--- src/rtl/pe_ec_scheduler.sv ---
// rtl/pe_ec_scheduler.sv - request/capture/pack sequencer for one binary conv+pool+binarize PE
module pe_ec_scheduler #(
    parameter int OUT_H        = 16,
    parameter int OUT_W        = 16,
    parameter int N_CH         = 64,
    parameter int PACK_W       = 32,
    parameter int PINDEX_WIDTH = 2,
    parameter int PE_LAT       = 1,
    localparam int RW = (OUT_H  > 1) ? $clog2(OUT_H)  : 1,
    localparam int CW = (OUT_W  > 1) ? $clog2(OUT_W)  : 1,
    localparam int HW = (N_CH   > 1) ? $clog2(N_CH)   : 1
) (
    input  logic                             clk,
    input  logic                             rst_n,
    input  logic                             start,
    input  logic                             abort,
    output logic                             busy,
    output logic                             done,
    output logic                             req_valid,
    input  logic                             req_ready,
    output logic [RW-1:0]                    req_row,
    output logic [CW-1:0]                    req_col,
    output logic [HW-1:0]                    req_ch,
    input  logic                             pe_data,
    input  logic [PINDEX_WIDTH-1:0]          pe_pindex,
    output logic                             out_valid,
    input  logic                             out_ready,
    output logic [PACK_W-1:0]                out_data,
    output logic [PACK_W*PINDEX_WIDTH-1:0]   out_pidx,
    output logic                             out_last
);

    localparam int SW = (PACK_W > 1) ? $clog2(PACK_W) : 1;
    localparam int LW = $clog2(PE_LAT + 1);

    typedef enum logic [2:0] {
        S_IDLE = 3'd0,
        S_REQ  = 3'd1,
        S_WAIT = 3'd2,
        S_CAPT = 3'd3,
        S_EMIT = 3'd4,
        S_DONE = 3'd5
    } state_t;

    state_t                            state_q, state_d;
    logic [RW-1:0]                     row_q, row_d;
    logic [CW-1:0]                     col_q, col_d;
    logic [HW-1:0]                     ch_q, ch_d;
    logic [SW-1:0]                     slot_q, slot_d;
    logic [LW-1:0]                     lat_q, lat_d;
    logic [PACK_W-1:0]                 data_q, data_d;
    logic [PACK_W*PINDEX_WIDTH-1:0]    pidx_q, pidx_d;

    logic last_pos;
    logic ch_wrap;
    logic col_wrap;

    assign ch_wrap  = (ch_q == HW'(N_CH - 1));
    assign col_wrap = (col_q == CW'(OUT_W - 1));
    assign last_pos = ch_wrap && col_wrap && (row_q == RW'(OUT_H - 1));

    always_comb begin
        state_d = state_q;
        row_d   = row_q;
        col_d   = col_q;
        ch_d    = ch_q;
        slot_d  = slot_q;
        lat_d   = lat_q;
        data_d  = data_q;
        pidx_d  = pidx_q;

        // abort outranks every handshake; in IDLE it is ignored so start wins
        if (abort && (state_q != S_IDLE)) begin
            state_d = S_IDLE;
            row_d   = '0;
            col_d   = '0;
            ch_d    = '0;
            slot_d  = '0;
            lat_d   = '0;
        end else begin
            case (state_q)
                S_IDLE: begin
                    if (start) begin
                        state_d = S_REQ;
                    end
                end
                S_REQ: begin
                    if (req_ready) begin
                        state_d = S_WAIT;
                        lat_d   = LW'(PE_LAT);
                    end
                end
                S_WAIT: begin
                    lat_d = lat_q - LW'(1);
                    if (lat_q == LW'(1)) begin
                        state_d = S_CAPT;
                    end
                end
                S_CAPT: begin
                    data_d[slot_q] = pe_data;
                    pidx_d[int'(slot_q)*PINDEX_WIDTH +: PINDEX_WIDTH] = pe_pindex;
                    if (slot_q == SW'(PACK_W - 1)) begin
                        state_d = S_EMIT;
                    end else begin
                        ch_d    = ch_q + HW'(1);
                        slot_d  = slot_q + SW'(1);
                        state_d = S_REQ;
                    end
                end
                S_EMIT: begin
                    if (out_ready) begin
                        if (last_pos) begin
                            state_d = S_DONE;
                        end else begin
                            state_d = S_REQ;
                            slot_d  = '0;
                            if (ch_wrap) begin
                                ch_d = '0;
                                if (col_wrap) begin
                                    col_d = '0;
                                    row_d = row_q + RW'(1);
                                end else begin
                                    col_d = col_q + CW'(1);
                                end
                            end else begin
                                ch_d = ch_q + HW'(1);
                            end
                        end
                    end
                end
                S_DONE: begin
                    state_d = S_IDLE;
                    row_d   = '0;
                    col_d   = '0;
                    ch_d    = '0;
                    slot_d  = '0;
                    lat_d   = '0;
                end
                default: begin
                    state_d = S_IDLE;
                end
            endcase
        end
    end

    always_ff @(posedge clk or negedge rst_n) begin
        if (!rst_n) begin
            state_q <= S_IDLE;
            row_q   <= '0;
            col_q   <= '0;
            ch_q    <= '0;
            slot_q  <= '0;
            lat_q   <= '0;
            data_q  <= '0;
            pidx_q  <= '0;
        end else begin
            state_q <= state_d;
            row_q   <= row_d;
            col_q   <= col_d;
            ch_q    <= ch_d;
            slot_q  <= slot_d;
            lat_q   <= lat_d;
            data_q  <= data_d;
            pidx_q  <= pidx_d;
        end
    end

    // every output is a decode of registered state, so no input reaches an output combinationally
    assign busy      = (state_q == S_REQ) || (state_q == S_WAIT) ||
                       (state_q == S_CAPT) || (state_q == S_EMIT);
    assign done      = (state_q == S_DONE);
    assign req_valid = (state_q == S_REQ);
    assign req_row   = row_q;
    assign req_col   = col_q;
    assign req_ch    = ch_q;
    assign out_valid = (state_q == S_EMIT);
    assign out_data  = data_q;
    assign out_pidx  = pidx_q;
    assign out_last  = (state_q == S_EMIT) && last_pos;

endmodule
--- config.mk ---
export PLATFORM = sky130hd
export DESIGN_NAME = pe_ec_scheduler
export DESIGN_NICKNAME = d
export VERILOG_FILES = /design/src/rtl/pe_ec_scheduler.sv
export SDC_FILE = /design/constraint.sdc
export NUM_CORES = 1
export LEC_CHECK = 0
export CAP_MARGIN = 20
export CORE_ASPECT_RATIO = 0.8
export CORE_MARGIN = 4
export CORE_UTILIZATION = 30
export CTS_CLUSTER_DIAMETER = 50
export CTS_CLUSTER_SIZE = 8
export DETAILED_ROUTE_END_ITERATION = 8
export GPL_TIMING_DRIVEN = 1
export MAX_ROUTING_LAYER = met4
export PLACE_DENSITY = 0.63
export SLEW_MARGIN = 20
export SYNTH_ARGS = -nofsm -noshare
export SYNTH_HDL_FRONTEND = slang
export SYNTH_SLANG_ARGS = --single-unit
--- constraint.sdc ---
create_clock -name clk -period 2.75 [get_ports clk]
set_input_delay 0.4125 -clock clk [delete_from_list [all_inputs] [get_ports clk]]
set_output_delay 0.4125 -clock clk [all_outputs]
set_load 0.005 [all_outputs]
* Word level (Yosys, flattened, before mapping) *
Index checks and enable logic that the tools add are counted.

cells by class
  $add $sub $neg = 6
  muxes and demuxes = 38
  order comparisons = 2
  bitwise operators = 1
  equal/unequal tests = 17
  reductions and logical operators = 19
  shift-type cells = 2

operators with widths
  operator                 number
  $bwmux 64                1
  $shift 2x33->64 const A  1
  $shiftx 2x33->64         1
  $mux 4                   10
  $neg 6->33               1
  $bwmux 32                1
  $mux 6                   5
  $mux 3                   7
  $mux 5                   4
  $pmux 6 s3               1
  $pmux 4 s2               2
  $pmux 3 s5               1
  $pmux 5 s3               1
  $ne 3x1->1 const B       4
  $reduce_and 4->1         3
  $ne 3x3->1 const B       3
  $add 4x1->4 const B      2
  $eq 4x4->1 const B       2
  $reduce_bool 4->1        2
  $add 6x1->6 const B      1
  $eq 3x2->1 const B       2
  $eq 3x3->1 const B       2
  $eq 6x6->1 const B       1
  $lt 5x6->1 const B       1
  other kinds (16)         26

storage, ports and cells
  bits of input ports = 9
  output and inout port bits = 115
  bits in registers = 119
  word-level logic and storage cells = 93

* Longest topological paths before layout *
Gate-level depths: netlist of the first run.

  depth in word-level cells = 7
  depth in mapped cells = 10
  depth with buffers taken out = 8

* Worst setup path before layout of the first run *
No wires, ideal clock.

  path kind = flip-flop to flip-flop
  from = reg slot_q[0]
  to = reg pidx_q[16] (netlist: out_pidx[16])
  data required time = 2.625 ns
  arrival = 2.456 ns
  buffers on the path = 1
  setup time = 0.125 ns
  slack = 0.169 ns
  clock period less this slack = 2.581 ns
  cell stages (with the launch flop) = 10
  cell sequence = dfrtp_1 clkbuf_1 inv_1 ha_1 nor3b_1 ha_1 a2111oi_2 nand3b_1 nor2_1 mux2_2

between the ends
  word-level cells in the longest chain between the ends = 3
  elaborated cells between the ends (all ways) = 4
  those cells by class = add/sub: 1; shift: 2; mux: 1

RTL lines
  item                                                        line  text
  start, declared                                             49    logic [SW-1:0] slot_q, slot_d;
  start signal, assigned                                      161   slot_q <= slot_d;
  $neg 6->33 (*)                                              101   pidx_d[int'(slot_q)*PINDEX_WIDTH +: PINDEX_WIDTH] = pe_pindex;
  $shiftx 2x33->64 / $shift 2x33->64 (equally long branches)  101
  $bwmux 64 (*)                                               101
  end signal, assigned                                        164   pidx_q <= pidx_d;
  end, declared                                               52    logic [PACK_W*PINDEX_WIDTH-1:0] pidx_q, pidx_d;

Mark *: on every way between the ends. The rest lies on a longest branch, timed or not.
A chain may end at the register's enable or synchronous reset.

* Worst setup path after layout of the first run *
  from = reg slot_q[1]
  to = reg pidx_q[40] (netlist: out_pidx[40])

Same word-level chain as after synthesis.

==> results of run 1 <==
## cells by family after synthesis
family / synth area share
AO/OA/AOI/OAI: 0.0724
XOR/XNOR: 0.00914
adder cells (fa/ha/maj): 0.0196
buffers and inverters: 0.0268
flip-flops: 0.518
multiplexers: 0.187
AND/OR/NAND/NOR: 0.167
## cells in the final DEF (no fill, tap or decap), types with 4 or more instances in the layout
cell type and n:
bufinv_16 4, nand4_1 5, and3_1 10, a21oi_1 7, nor2_1 29, inv_1 7, ha_1 9, a21o_1 4
nand3b_1 4, nand2b_1 10, nor3b_1 6, nand3_1 10, nor2b_1 5, or3_1 4, nor3_1 7, dfrtp_1 119
buf_4 25, o21ai_0 23, nand2_1 71, clkbuf_8 4, clkdlybuf4s50_1 121, o31ai_1 6, and2_1 5, mux2_2 92
clkbuf_16 17
## per-stage QoR
stage / util / total power (W) / cells
floorplan: - / 0.00328 / 511
detailed placement: 0.387 / 0.00413 / 881
global placement: 0.387 / 0.00406 / 881
finish: 0.423 / 0.00656 / 917
global route: 0.423 / 0.00694 / 917
CTS: 0.422 / 0.00658 / 916
## area by class of cell
class	count	area, um^2
flip-flops and latches	119	2980
clock inverters	8	144
clock buffers	23	488
well taps	258	323
fillers	1821	10900
multi-input cells	355	2640
inverters	7	26.3
repair buffers	147	1410
## routing by layer
metal  part of all wire  track usage  up-vias  wire length, um
li1                   -            -     2075                -
met2               0.45        0.231      126             7140
met1               0.49        0.214     2193             7810
met3              0.062       0.0475        9              986
met4             0.0051       0.0354        0               82
met5                  0            -        -                0
## worst max path at each step
stage | depth (start not counted) | end | slack [ps] | startpoint
finish | 8 | out_pidx[40]$_DFFE_PN0P_ | 140 | slot_q[1]$_DFFE_PN0P_
global placement | 8 | req_ch[3]$_DFFE_PN0P_ | 230 | slot_q[1]$_DFFE_PN0P_
floorplan | 9 | out_pidx[16]$_DFFE_PN0P_ | 170 | slot_q[0]$_DFFE_PN0P_
global route | 8 | out_pidx[57]$_DFFE_PN0P_ | -20 | slot_q[1]$_DFFE_PN0P_
detailed placement | 8 | out_pidx[40]$_DFFE_PN0P_ | 140 | slot_q[1]$_DFFE_PN0P_
CTS | 5 | out_last | 9 | req_ch[1]$_DFFE_PN0P_
## worst max-delay path, stage by stage, from the launching register on
cell and delay, ps:
dfrtp_1 460, inv_1 150, ha_1 220, nor3b_1 140, ha_1 280, a2111oi_4 380, nand3b_1 250, nor2_1 250
mux2_2 360
## what timing repair did
item | in CTS | in global routing
setup endpoints to repair | 1 | 16
pin swaps | 2 | 1
gates resized for setup | 0 | 4
buffers inserted | 4 | 1
## registers in the layout (all words and copies together) (netlist names)
signal and cells:
lat_q 1, out_data 32, out_pidx 64, req_ch 6
req_col 4, req_row 4, slot_q 5, state_q 3
## power by group through the flow
stage                     clock network (W)  logic (W)  registers (W)
after global routing                0.00251    0.00223        0.00219
after floorplan                           0    0.00115        0.00213
after CTS                           0.00244    0.00198        0.00216
final                               0.00238    0.00201        0.00217
after detailed placement                  0    0.00193        0.00220
after global placement                    0    0.00188        0.00219
==> metrics.csv, run 1 <==
stage,metric,value,unit
yosys,yosysMostFrequentCell,dfrtp_1,
sta,fin_crit_sh,0.947,
worst_setup_path,rrSetupSlack,140,ps
global_route,grt_pass1_wl,26.0,mm
cts,path_clk_slew,50,ps
yosys,ys_top_cells_by_count,"dfrtp_1 (119), mux2_2 (92), nand2_1 (71)",
routing,vias,4403,
yosys,seq_area_frac_synth,0.518,
global_route,grtUsageTotal,0.157,
routing,antenna_left,0,
worst_setup_path,r2r_start,slot_q[1]$_DFFE_PN0P_,
floorplanning,coreArea,18900,um^2
cts,cts_tree,built,
yosys,ys_warn_count,0,
power,leakage,3.59,nW
sta,worstMarginPinSlew,1030,ps
yosys,syn_area_per_cell,11.3,um^2
yosys,syn_inst,511,
cts,cts-root-buf,clkbuf_16,
cts,hold_buffers,0,
job,maxCapViolCount,0,
placement,dp_hpwl,11.4,mm
cts,cts_num_sinks,119,
sta,hold_violations,0,
routing,routed_via_density,4.80,
cts,cts.path.max_buffers,2,
routing,drt-total-wl,16.0,mm
routing,drc,0,
finish,area_growth,39.3,%
routing,drtIter0Drc,176,
sta,fmax,0.384,GHz
floorplanning,placementRows,45,
power,vdd_drop_max,0.000495,V
yosys,syn_nets,529,
cts,htree_levels,4,
sta,drv_slew,0,
yosys,synth-seq-cells,119,
yosys,yosys.area.top_type,dfrtp_1,
sta,relSlewSlack,0.311,
cts,cts-buffers-inserted,17,
global_route,first_global_vias,4728,
worst_setup_path,crit_required,3040,ps
finish,diodes,0,
sta,setup_slack,144,ps
global_route,antenna_found_initial,0,
worst_setup_path,crit_type,reg2reg,
yosys,yosysUniqueCellTypes,52,
status,status,"finished, final reports clean",
sta,rsz0062_at_grt,yes,
power,sw_frac_of_total,0.324,
floorplanning,initial_utilization,0.304,
placement,post_dp_cell_area,7320,um^2
yosys,synth-edff-count,0,
sta,setup-tns-final,0,ps
power,p_clk_frac,0.363,
worst_hold_path,hold_path_class,in2async,
worst_setup_path,setup.worst_path.end_class,flip-flop,
worst_setup_path,r2r_cells,8,
cts,clk_latency,410,ps
power,p_comb_frac,0.306,
power,power_frac_seq,0.331,
sta,setup_viol,0,
yosys,ys.flop_type,dfrtp_1,
global_route,grt_max_degree,46,
worst_setup_path,worstPathMaxFanout,7,
worst_setup_path,start_kind,flip-flop,
floorplanning,die_y,132,um
placement,routabilityCongestion,0.859,
finish,fin_area,8010,um^2
floorplanning,die_w,163,um
floorplanning,dieArea,21500,um^2
sta,skew,6.97,ps
power,p_switching,0.00212,W
routing,drt-wirelength-per-cell,17.5,um
sta,finalCriticalPeriod,2610,ps
power,intPower,0.00443,W
finish,layout.nets,665,
placement,pre_cts_slack,140,ps
worst_setup_path,reg2reg_to,out_pidx[40]$_DFFE_PN0P_,
yosys,synth_area,5750,um^2
worst_setup_path,cp.arrival,2900,ps
yosys,synth_top_cell_area_share,0.518,
finish,final_layout_size_suffix_gt1_frac,0.246,
global_route,gr-total-overflow,0,
sta,fin_hold_ws,26.4,ps
routing,drt-pass1-iter-count,4,
floorplanning,pin_count,124,
yosys,synth_area_leaders,"dfrtp_1 (52%), mux2_2 (18%), nand2_1 (4.6%), o21ai_0 (2.1%), ha_1 (2.0%)",
power,power.density,818,nW/um^2
yosys,synthArstFlopShare,1.00,
placement,port_buffers,123,
(Power assumes the default switching activity.)
==> run 2, diff against run 1 <==
- CAP_MARGIN: 20 -> not set
==> results of run 2 <==
No change in the layout: final DEF, timing and power equal those of run 1.
==> run 3, diff against run 2 <==
- CTS_CLUSTER_DIAMETER: 50 -> not set
- MAX_ROUTING_LAYER: met4 -> not set
- SETUP_SLACK_MARGIN: not set -> 0.1
==> run 3 against run 2 <==
Net effect:
- first-iteration DRC count fell by 6.3%
- critical path depth shrank 1
- clock-buffer cell count stayed put
- power grew 0.27%
- setup slack improved by 110 ps
- clock power hardly changed
- global-route usage down 0.47 points
- hold slack gained 3.6 ps
- register-to-register slack better by 110 ps
- critical path type unchanged
==> metrics.csv, run 3 (synthesis results as in run 1) <==
stage,metric,value,unit,change
routing,drt-total-wl,16.1,mm,+0.49%
routing,drt-pass1-iter-count,4,,unchanged
floorplanning,dieArea,21500,um^2,unchanged
routing,drt-wirelength-per-cell,17.5,um,+0.16%
sta,setup-tns-final,0,ps,unchanged
routing,vias,4444,,+0.93%
routing,drc,0,,unchanged
worst_setup_path,crit_required,3040,ps,about the same
sta,relSlewSlack,0.313,,+0.00168
cts,cts-buffers-inserted,17,,unchanged
finish,layoutNonFillerInstCount,920,,+0.33%
placement,port_buffers,123,,unchanged
sta,rsz0062_at_grt,no,,
cts,path_clk_slew,60,ps,about the same
status,status,"finished, final reports clean",,
worst_setup_path,setup.worst_path.end_class,flip-flop,,
cts,cts_tree,built,,
job,maxCapViolCount,0,,unchanged
placement,post_dp_cell_area,7320,um^2,unchanged
global_route,grt_max_degree,46,,unchanged
floorplanning,initial_utilization,0.304,,unchanged
global_route,antenna_found_initial,0,,unchanged
global_route,gr-total-overflow,0,,unchanged
finish,final_cell_mix,"clkdlybuf4s50_1 (121), dfrtp_1 (118), mux2_2 (92)",,
global_route,first_global_vias,4723,,-0.11%
floorplanning,coreArea,18900,um^2,unchanged
cts,cts_num_sinks,119,,unchanged
power,power.density,817,nW/um^2,-0.20%
worst_setup_path,cp.arrival,2790,ps,-110 ps
power,vdd_drop_max,0.000494,V,-0.30%
finish,final_common_cell,clkdlybuf4s50_1,,
sta,drv_slew,0,,unchanged
routing,routed_via_density,4.83,,+0.60%
routing,antenna_left,0,,unchanged
floorplanning,die_w,163,um,unchanged
power,power,0.00657,W,+0.27%
cts,cts-root-buf,clkbuf_16,,
worst_setup_path,worstPathMaxFanout,8,,+1
worst_setup_path,crit_type,reg2reg,,
routing,drtIter0Drc,165,,-6.3%
placement,pre_cts_slack,140,ps,unchanged
sta,setup_slack,249,ps,+105 ps
sta,skew,7.28,ps,+0.311 ps
finish,fin_area,8050,um^2,+0.47%
placement,dp.cells,881,,unchanged
global_route,grt_pass1_wl,26.0,mm,about the same
placement,dp_hpwl,11.4,mm,unchanged
sta,fmax,0.400,GHz,+4.2%
finish,diodes,0,,unchanged
finish,final_layout_size_suffix_gt1_frac,0.260,,+0.0140
finish,largest_register_ffs,64,,unchanged
worst_hold_path,hold_path_class,in2async,,
sta,worstMarginPinSlew,1030,ps,-2.52 ps
floorplanning,pin_count,124,,unchanged
cts,cts.path.max_buffers,2,,unchanged
sta,finalCriticalPeriod,2500,ps,-105 ps
placement,routabilityCongestion,0.846,,-1.5%
floorplanning,placementRows,45,,unchanged
finish,area_growth,39.9,%,
cts,htree_levels,4,,unchanged
worst_setup_path,start_kind,flip-flop,,
floorplanning,die_y,132,um,unchanged
finish,layout.nets,668,,+0.45%
sta,fin_crit_sh,0.909,,-0.0382
sta,hold_violations,0,,unchanged
sta,setup_viol,0,,unchanged
cts,clk_latency,410,ps,about the same
power,leakage,3.58,nW,about the same
global_route,grtUsageTotal,0.152,,-0.00468
[run 3: changes by cell type in the layout (fill, tap and decap cells not counted), sizes merged]
| cell | change |
|---|---|
| dlymetal6s2s | -1 |
| dlygate4sd2 | +1 |
| buf | +3 |
[run 3: per-stage QoR]
step                      utilization  hold WS [ps]
after floorplan                     -           117
after global placement          0.387           460
after detailed placement        0.387           469
after CTS                       0.422          25.7
after global routing            0.425          60.5
final                           0.425          30.0
[run 3: repair_timing]
| action | in CTS | in global routing |
|---|---|---|
| setup endpoints to repair | 1 | 40 |
| hold buffers | 0 | 0 |
| hold endpoints to repair | 0 | 0 |
| gates resized for setup | 2 | 9 |
| buffers inserted | 4 | 4 |
| pin swaps | 2 | 1 |
[run 3: power by group]
| part | total (W) | switching [W] | internal (W) |
|---|---|---|---|
| logic | 0.00202 | 0.00113 | 0.000889 |
| clock network | 0.00238 | 0.000774 | 0.00161 |
| registers | 0.00217 | 0.000227 | 0.00195 |
| total | 0.00657 | 0.00213 | 0.00444 |
[run 3: final cells by class]
class	count	area, um^2
clock buffers	23	488
well taps	258	323
clock inverters	8	144
flip-flops and latches	119	2980
inverters	7	26.3
repair buffers	150	1430
fillers	1820	10900
multi-input cells	355	2660
[run 3: routing by layer]
metal / vias to the layer above / global-route usage / share of wire
met4: 0 / 0.0354 / 0.0056
met5: - / 0 / 0
li1: 2084 / - / -
met1: 2221 / 0.211 / 0.48
met3: 10 / 0.0510 / 0.061
met2: 129 / 0.231 / 0.45
[run 3: final timing paths]
kind                                          from                  endpoint  slack, ps  cells past startpoint
min reg2reg                out_pidx[1]$_DFFE_PN0P_   out_pidx[1]$_DFFE_PN0P_        480                      2
max reg2reg                  slot_q[0]$_DFFE_PN0P_  out_pidx[14]$_DFFE_PN0P_        250                      7
min in group clk           out_pidx[1]$_DFFE_PN0P_   out_pidx[1]$_DFFE_PN0P_        480                      2
max                          slot_q[0]$_DFFE_PN0P_  out_pidx[14]$_DFFE_PN0P_        250                      7
min                                          rst_n  out_pidx[20]$_DFFE_PN0P_         30                      1
max in group asynchronous                    rst_n  out_pidx[51]$_DFFE_PN0P_       1950                      2
[run 3: critical path, cell delays in order (launching register included)]
cell and delay, ps:
dfrtp_1 410, inv_1 130, ha_1 230, nor3b_1 140, ha_1 420, nand4_1 390, nor2_1 300, mux2_2 360
